==> src/rtl/hazard_pkg.sv <==
// Shared types for the hazard sequencer: FSM states and the in-flight destination tag.
package hazard_pkg;

  localparam int REG_AW = 4;

  typedef enum logic {
    RUN      = 1'b0,
    REDIRECT = 1'b1
  } stateT;

  typedef struct packed {
    logic              valid;
    logic [REG_AW-1:0] rd;
  } tagT;

endpackage

==> src/rtl/hazard_ctrl_if.sv <==
// Bundle of ID/MEM inputs and pipeline-control outputs between the core and the sequencer.
interface hazard_ctrl_if #(
  parameter int REG_AW = 4,
  parameter int CNT_W  = 16
);
  logic              id_valid;
  logic [REG_AW-1:0] id_rs1;
  logic [REG_AW-1:0] id_rs2;
  logic              id_use_rs1;
  logic              id_use_rs2;
  logic              id_regwrite;
  logic [REG_AW-1:0] id_rd;
  logic              mem_pcsrc;
  logic [31:0]       mem_pc_target;

  logic              stall_pc;
  logic              stall_if_id;
  logic              flush_if_id;
  logic              flush_id_ex;
  logic              issue;
  logic              pc_load;
  logic [31:0]       pc_value;
  logic [CNT_W-1:0]  stall_cnt;
  logic [CNT_W-1:0]  flush_cnt;

  modport master (
    output id_valid, id_rs1, id_rs2, id_use_rs1, id_use_rs2, id_regwrite, id_rd,
           mem_pcsrc, mem_pc_target,
    input  stall_pc, stall_if_id, flush_if_id, flush_id_ex, issue, pc_load, pc_value,
           stall_cnt, flush_cnt
  );

  modport slave (
    input  id_valid, id_rs1, id_rs2, id_use_rs1, id_use_rs2, id_regwrite, id_rd,
           mem_pcsrc, mem_pc_target,
    output stall_pc, stall_if_id, flush_if_id, flush_id_ex, issue, pc_load, pc_value,
           stall_cnt, flush_cnt
  );
endinterface

==> src/rtl/hazard_tag_pipe.sv <==
// Destination-tag shift register (EX, MEM, WB) with RAW compare for the two ID source ports.
module hazard_tag_pipe #(
  parameter int PIPE_DEPTH = 3,
  parameter int REG_AW     = 4,
  parameter bit R0_ZERO    = 1'b1
) (
  input  logic              clk,
  input  logic              rst,
  input  logic              push,
  input  logic [REG_AW-1:0] pushRd,
  input  logic              squashEx,
  input  logic [REG_AW-1:0] rs1,
  input  logic [REG_AW-1:0] rs2,
  output logic              match1,
  output logic              match2
);
  import hazard_pkg::*;

  tagT slots [PIPE_DEPTH];

  // The back end never stalls, so tags advance every cycle; a redirect kills the EX tag as it moves to MEM.
  always_ff @(posedge clk) begin
    if (rst) begin
      for (int k = 0; k < PIPE_DEPTH; k++) slots[k] <= '0;
    end else begin
      slots[0].valid <= push & ~(R0_ZERO & (pushRd == '0));
      slots[0].rd    <= pushRd;
      for (int k = 1; k < PIPE_DEPTH; k++) slots[k] <= slots[k-1];
      if (squashEx) slots[1].valid <= 1'b0;
    end
  end

  // WB is still compared because the register file only writes at the closing edge.
  always_comb begin
    match1 = 1'b0;
    match2 = 1'b0;
    for (int k = 0; k < PIPE_DEPTH; k++) begin
      if (slots[k].valid && (slots[k].rd == rs1)) match1 = 1'b1;
      if (slots[k].valid && (slots[k].rd == rs2)) match2 = 1'b1;
    end
    if (R0_ZERO && (rs1 == '0)) match1 = 1'b0;
    if (R0_ZERO && (rs2 == '0)) match2 = 1'b0;
  end

endmodule

==> src/rtl/hazard_ctrl.sv <==
// Pipeline sequencer: RAW stall detection, branch redirect with wrong-path squash, perf counters.
module hazard_ctrl #(
  parameter int PIPE_DEPTH = 3,
  parameter int REG_AW     = 4,
  parameter bit R0_ZERO    = 1'b1,
  parameter int CNT_W      = 16
) (
  input logic           clk,
  input logic           rst,
  hazard_ctrl_if.slave  bus
);
  import hazard_pkg::*;

  stateT state;
  stateT stateNext;
  logic  match1;
  logic  match2;
  logic  hazard;
  logic  redirectNow;
  logic  stallNow;

  hazard_tag_pipe #(
    .PIPE_DEPTH (PIPE_DEPTH),
    .REG_AW     (REG_AW),
    .R0_ZERO    (R0_ZERO)
  ) tagPipe (
    .clk      (clk),
    .rst      (rst),
    .push     (bus.issue & bus.id_regwrite),
    .pushRd   (bus.id_rd),
    .squashEx (redirectNow),
    .rs1      (bus.id_rs1),
    .rs2      (bus.id_rs2),
    .match1   (match1),
    .match2   (match2)
  );

  assign hazard = bus.id_valid & ((bus.id_use_rs1 & match1) | (bus.id_use_rs2 & match2));

  // A taken branch outranks a hazard: the stalled instruction is on the wrong path anyway.
  always_comb begin
    stateNext       = state;
    redirectNow     = 1'b0;
    stallNow        = 1'b0;
    bus.stall_pc    = 1'b0;
    bus.stall_if_id = 1'b0;
    bus.flush_if_id = 1'b0;
    bus.flush_id_ex = 1'b0;
    bus.issue       = 1'b0;
    case (state)
      RUN: begin
        if (bus.mem_pcsrc) begin
          bus.flush_if_id = 1'b1;
          bus.flush_id_ex = 1'b1;
          redirectNow     = 1'b1;
          stateNext       = REDIRECT;
        end else if (hazard) begin
          bus.stall_pc    = 1'b1;
          bus.stall_if_id = 1'b1;
          bus.flush_id_ex = 1'b1;
          stallNow        = 1'b1;
        end else begin
          bus.issue = bus.id_valid;
        end
      end
      REDIRECT: begin
        bus.flush_if_id = 1'b1;
        bus.flush_id_ex = 1'b1;
        stateNext       = RUN;
      end
    endcase
  end

  // pc_load is high for exactly the REDIRECT cycle; pc_value keeps the last target afterwards.
  always_ff @(posedge clk) begin
    if (rst) begin
      state         <= RUN;
      bus.pc_load   <= 1'b0;
      bus.pc_value  <= 32'h0;
      bus.stall_cnt <= '0;
      bus.flush_cnt <= '0;
    end else begin
      state       <= stateNext;
      bus.pc_load <= redirectNow;
      if (redirectNow) bus.pc_value <= bus.mem_pc_target;
      if (stallNow && (bus.stall_cnt != {CNT_W{1'b1}}))
        bus.stall_cnt <= bus.stall_cnt + CNT_W'(1);
      if (redirectNow && (bus.flush_cnt != {CNT_W{1'b1}}))
        bus.flush_cnt <= bus.flush_cnt + CNT_W'(1);
    end
  end

endmodule

==> src/flat_wrapper.sv <==
// flat-port wrapper written by rule: the top's interface ports become plain ports
module hazard_ctrl_flat import hazard_pkg::*;
#(
  parameter int PIPE_DEPTH = 3,
  parameter int REG_AW     = 4,
  parameter bit R0_ZERO    = 1'b1,
  parameter int CNT_W      = 16
)
  (clk, rst, bus_id_valid, bus_id_rs1, bus_id_rs2, bus_id_use_rs1, bus_id_use_rs2, bus_id_regwrite, bus_id_rd, bus_mem_pcsrc, bus_mem_pc_target, bus_stall_pc, bus_stall_if_id, bus_flush_if_id, bus_flush_id_ex, bus_issue, bus_pc_load, bus_pc_value, bus_stall_cnt, bus_flush_cnt);
  hazard_ctrl_if #(.REG_AW(REG_AW), .CNT_W(CNT_W)) bus_i ();
  input logic clk;
  input logic rst;
  input wire logic [$bits(bus_i.id_valid)-1:0] bus_id_valid;
  input wire logic [$bits(bus_i.id_rs1)-1:0] bus_id_rs1;
  input wire logic [$bits(bus_i.id_rs2)-1:0] bus_id_rs2;
  input wire logic [$bits(bus_i.id_use_rs1)-1:0] bus_id_use_rs1;
  input wire logic [$bits(bus_i.id_use_rs2)-1:0] bus_id_use_rs2;
  input wire logic [$bits(bus_i.id_regwrite)-1:0] bus_id_regwrite;
  input wire logic [$bits(bus_i.id_rd)-1:0] bus_id_rd;
  input wire logic [$bits(bus_i.mem_pcsrc)-1:0] bus_mem_pcsrc;
  input wire logic [$bits(bus_i.mem_pc_target)-1:0] bus_mem_pc_target;
  output wire logic [$bits(bus_i.stall_pc)-1:0] bus_stall_pc;
  output wire logic [$bits(bus_i.stall_if_id)-1:0] bus_stall_if_id;
  output wire logic [$bits(bus_i.flush_if_id)-1:0] bus_flush_if_id;
  output wire logic [$bits(bus_i.flush_id_ex)-1:0] bus_flush_id_ex;
  output wire logic [$bits(bus_i.issue)-1:0] bus_issue;
  output wire logic [$bits(bus_i.pc_load)-1:0] bus_pc_load;
  output wire logic [$bits(bus_i.pc_value)-1:0] bus_pc_value;
  output wire logic [$bits(bus_i.stall_cnt)-1:0] bus_stall_cnt;
  output wire logic [$bits(bus_i.flush_cnt)-1:0] bus_flush_cnt;
  assign bus_i.id_valid = bus_id_valid;
  assign bus_i.id_rs1 = bus_id_rs1;
  assign bus_i.id_rs2 = bus_id_rs2;
  assign bus_i.id_use_rs1 = bus_id_use_rs1;
  assign bus_i.id_use_rs2 = bus_id_use_rs2;
  assign bus_i.id_regwrite = bus_id_regwrite;
  assign bus_i.id_rd = bus_id_rd;
  assign bus_i.mem_pcsrc = bus_mem_pcsrc;
  assign bus_i.mem_pc_target = bus_mem_pc_target;
  assign bus_stall_pc = bus_i.stall_pc;
  assign bus_stall_if_id = bus_i.stall_if_id;
  assign bus_flush_if_id = bus_i.flush_if_id;
  assign bus_flush_id_ex = bus_i.flush_id_ex;
  assign bus_issue = bus_i.issue;
  assign bus_pc_load = bus_i.pc_load;
  assign bus_pc_value = bus_i.pc_value;
  assign bus_stall_cnt = bus_i.stall_cnt;
  assign bus_flush_cnt = bus_i.flush_cnt;
  hazard_ctrl #(.PIPE_DEPTH(PIPE_DEPTH), .REG_AW(REG_AW), .R0_ZERO(R0_ZERO), .CNT_W(CNT_W)) u_core (.clk(clk), .rst(rst), .bus(bus_i));
endmodule
==> config.mk <==
export PLATFORM = sky130hd
export DESIGN_NAME = hazard_ctrl_flat
export DESIGN_NICKNAME = d
export VERILOG_FILES = /design/src/rtl/hazard_pkg.sv /design/src/rtl/hazard_ctrl_if.sv /design/src/rtl/hazard_tag_pipe.sv /design/src/rtl/hazard_ctrl.sv /design/src/flat_wrapper.sv
export SDC_FILE = /design/constraint.sdc
export NUM_CORES = 1
export LEC_CHECK = 0
export CAP_MARGIN = 20
export CORE_MARGIN = 4
export CORE_UTILIZATION = 41
export DETAILED_ROUTE_END_ITERATION = 8
export PLACE_DENSITY_LB_ADDON = 0.2
export SETUP_SLACK_MARGIN = 0.3
export SYNTH_ARGS = -nofsm -noshare
export SYNTH_HDL_FRONTEND = slang
export SYNTH_HIERARCHICAL = 1
export SYNTH_SLANG_ARGS = --single-unit
==> constraint.sdc <==
create_clock -name clk -period 2.9 [get_ports clk]
set_input_delay 0.58 -clock clk [delete_from_list [all_inputs] [get_ports clk]]
set_output_delay 0.58 -clock clk [all_outputs]
set_load 0.01 [all_outputs]
==> results_dict.tcl <==
set metrics [dict create \
    setup_viol 0 \
    finalWirelength_um 10400 \
    gp_routability_congestion 0.791 \
    cp_data_arrival_time_ns 2.05 \
    dpl.cell_count 656 \
    critical_path_class "in -> out" \
    drt_iter0_drc 129 \
    worst_hold_endpoint "u_core/bus.pc_value[8]" \
    headroom_to_the_max_slew_limit_pct 54.7 \
    hold_viol 0 \
    power.leakage_nw 1.78 \
    die_area_mm2 0.0103 \
    outcome "finished, final reports clean" \
    met3_capacity_usage_during_global_routing_pct 5.92 \
    critPathSlowestCell "sky130_fd_sc_hd__or3_4" \
    fmax_mhz 380 \
    synth.distinct_cells 46 \
    ys_seq_elements 80 \
    synthesis.yosys.warnings 6 \
    worst_path_bufs_invs 2 \
    cts_root_buffer "sky130_fd_sc_hd__clkbuf_8" \
    antenna_violating_nets_post_route 0 \
    r2r_slack_ns 0.47 \
    io_pins 121 \
    fill_cells 747 \
    gr-total-overflow 0 \
    cp.required_ns 2.32 \
    critical_path.max_stage_delay_ns 0.40 \
    cts_tree "done" \
    grt_pass1_wl_um 16900 \
    synth-async-reset-ratio_pct 0 \
    crit_path_max_fanout 4 \
    hold_depth 2 \
    mostFrequentLayoutCells "sky130_fd_sc_hd__clkdlybuf4s50_1 (107), sky130_fd_sc_hd__nand2_1 (83), sky130_fd_sc_hd__dfxtp_1 (79), sky130_fd_sc_hd__a21oi_1 (62), sky130_fd_sc_hd__buf_4 (24)" \
    r2r_cells 9 \
    global_route.peak_usage_layer "met2" \
    startpoint_of_the_tightest_hold_check_path "u_core/bus.pc_value[8]" \
    utilization_pct 62.1 \
    area_delta_synth_final_pct 44.6 \
    end_kind "primary output" \
    timing_max_transition_violations_final 0 \
    maxCapViolations 0 \
    post_drt_via_cell_ratio 5.39 \
    drt_pass1_iterations 4 \
    rsz_0062_raised_after_global_routing "true" \
    cts_inserted_buffers 9 \
    dp_wirelength_um 7470 \
    groute.layer.met1.usage_pct 27.2 \
    die_h_um 101 \
    synth.avg_cell_area_um2 8.27 \
    clkTransAtPathRegs_ns 0.10 \
    cp_top_family "simple AND/OR/NAND/NOR gates" \
    timing.critical_path.cells "buf_8, nor3_4, or3_1, a21oi_1, or3_4, a22o_4, a21o_1, buf_2" \
    via_count_of_the_first_global_routing_pass 3432 \
    timing.setup.tns_ns 0 \
    post_layout_nonfiller_instances 674 \
    cts_h_tree_depth 3 \
    grt_usage_pct 20.3 \
    final_common_cell "sky130_fd_sc_hd__clkdlybuf4s50_1" \
    power.total_w 0.00223 \
    count_of_flip_flops_with_a_built_in_enable_after_synthesis 0 \
    placementRows 33 \
    cts-root-to-sink-buffers 2 \
    grt_start_max_net_pins 35 \
    drc_violation_count_after_routing 0 \
    fin_crit_sh_pct 90.7 \
    cellPowerDensity_mw_per_mm2 431 \
    insertedDiodeCount 0 \
    layout.nets 617 \
    skew_ns 0.0117 \
    setup.worst_path.start_class "primary input" \
    detailroute.via_count 3633 \
    regToRegEndpoint "u_core/bus.stall_cnt[14]" \
    postSynthCellCount 433 \
    synth_fp_nets 486 \
    area_of_the_mapped_netlist_mm2 0.00358 \
    final_period_minus_worst_setup_slack_ns 2.63 \
    hold_class "reg -> reg" \
    layout-drive-gt1-share_pct 13.2 \
    critical_path.reg2reg.startpoint "u_core/tagPipe/slots[0][0]" \
    fp.dieW_um 101 \
    max-vdd-ir-drop_uv 345 \
    io_buffer_count 120 \
    yosysSeqAreaShare_pct 44.7 \
    cts_hold_buffers 0 \
    worstSkewPairLatency_ns 0.35 \
    grt_antenna_before_repair 0 \
    avgRoutedWirePerCell_um 15.4 \
    ys_dominant_reg_cell "sky130_fd_sc_hd__dfxtp_1" \
    worst_pin_slew_ns 0.679 \
    clock_sink_count 80 \
    initial_utilization_pct 42.9 \
    grt.met2_usage_pct 32.8 \
    core_region_area_mm2 0.00834 \
]
==> power breakdown <==
group,total [W],switching [W],internal (W)
combinational,0.000296,0.000129,0.000167
sequential,0.00116,0.0000262,0.00113
clock,0.000776,0.000449,0.000327
total,0.00223,0.000604,0.00163
==> worst max-delay path by stage <==
stage	start	to	cells past startpoint	slack, ns
floorplan	bus_id_rs2[1]	bus_stall_pc	10	0.30
global placement	bus_id_rs2[3]	bus_stall_pc	9	-0.51
detailed placement	bus_id_rs2[3]	bus_flush_id_ex	8	-0.56
CTS	bus_id_rs1[3]	bus_flush_id_ex	8	0.27
global route	bus_id_rs1[3]	bus_flush_id_ex	8	0.26
finish	bus_id_rs1[3]	bus_flush_id_ex	8	0.27
==> worst min-delay path, cell delays in order, from the launching register on <==
cell	delay [ns]
sky130_fd_sc_hd__dfxtp_1	0.32
sky130_fd_sc_hd__nand2_1	0.05
sky130_fd_sc_hd__a21oi_1	0.05
==> what timing repair did <==
action	4_1_cts	5_1_grt
gates resized for setup	59	7
pin swaps	8	5
endpoints found under the setup margin	18	12
buffers inserted	2	0
==> logic make-up (layout without fill, tap and decap cells) <==
kind of cell | count (synthesis) | in the layout | synth area share [%]
and+or+nand+nor | 199 | 199 | 29.0
AOI/OAI and AO/OA | 94 | 94 | 15.2
DFF | 80 | 80 | 44.7
buffers and inverters | 34 | 170 | 4.12
xor gates and xnor gates | 18 | 18 | 4.40
muxes | 6 | 6 | 1.85
adders and majority gates | 2 | 2 | 0.698
==> Yosys cell counts (all sizes together) (2+ instances only) <==
cell / number / share of area (%)
buf: 10 / 1.6
dfxtp: 80 / 45
o41ai: 5 / 1.2
or4: 11 / 2.3
nor3: 8 / 1.3
or2: 3 / 0.52
nor4: 5 / 1.0
ha: 2 / 0.70
nand2: 84 / 8.8
nor2b: 17 / 3.0
o21ai: 7 / 0.98
inv: 11 / 1.2
and4: 3 / 0.73
nand4: 19 / 3.3
mux2: 5 / 1.6
nand3: 4 / 0.56
clkbuf: 13 / 1.4
a211oi: 2 / 0.42
a21oi: 62 / 8.7
nor3b: 4 / 0.84
o311ai: 2 / 0.49
or3: 18 / 3.2
nor2: 14 / 1.5
nand2b: 2 / 0.35
xnor2: 18 / 4.4
o31ai: 11 / 2.3
==> area by class of cell <==
type	count	area [um^2]	area share [%]
clock buffers	9	124	2.39
clock inverters	7	62.6	1.21
inverters	11	41.3	0.797
multi-input cells	319	1880	36.3
flip-flops and latches	80	1600	30.9
well taps	105	131	2.54
repair buffers	143	1340	25.9
==> sequential cells by signal (all words and copies together) (netlist names) <==
signal and count:
u_core/bus.flush_cnt 16, u_core/bus.pc_load 1, u_core/bus.pc_value 32, u_core/bus.stall_cnt 16, u_core/tagPipe/slots 15
==> through the flow <==
stage / setup WS, ns / hold slack (ns) / instance area [um^2]
2_1_floorplan: 0.300 / 0.459 / 3630
3_3_place_gp: -0.511 / 0.442 / 4980
3_5_place_dp: -0.559 / 0.445 / 4980
4_1_cts: 0.274 / 0.457 / 5170
5_1_grt: 0.255 / 0.475 / 5180
6_report: 0.270 / 0.459 / 5180
==> routing by layer <==
layer  up-vias  part of all wire [%]
met5         -                     0
met4         0                  0.33
met3         2                   7.0
met2       117                    48
met1      1713                    44
li1       1801                     -
(Power assumes the default switching activity.)
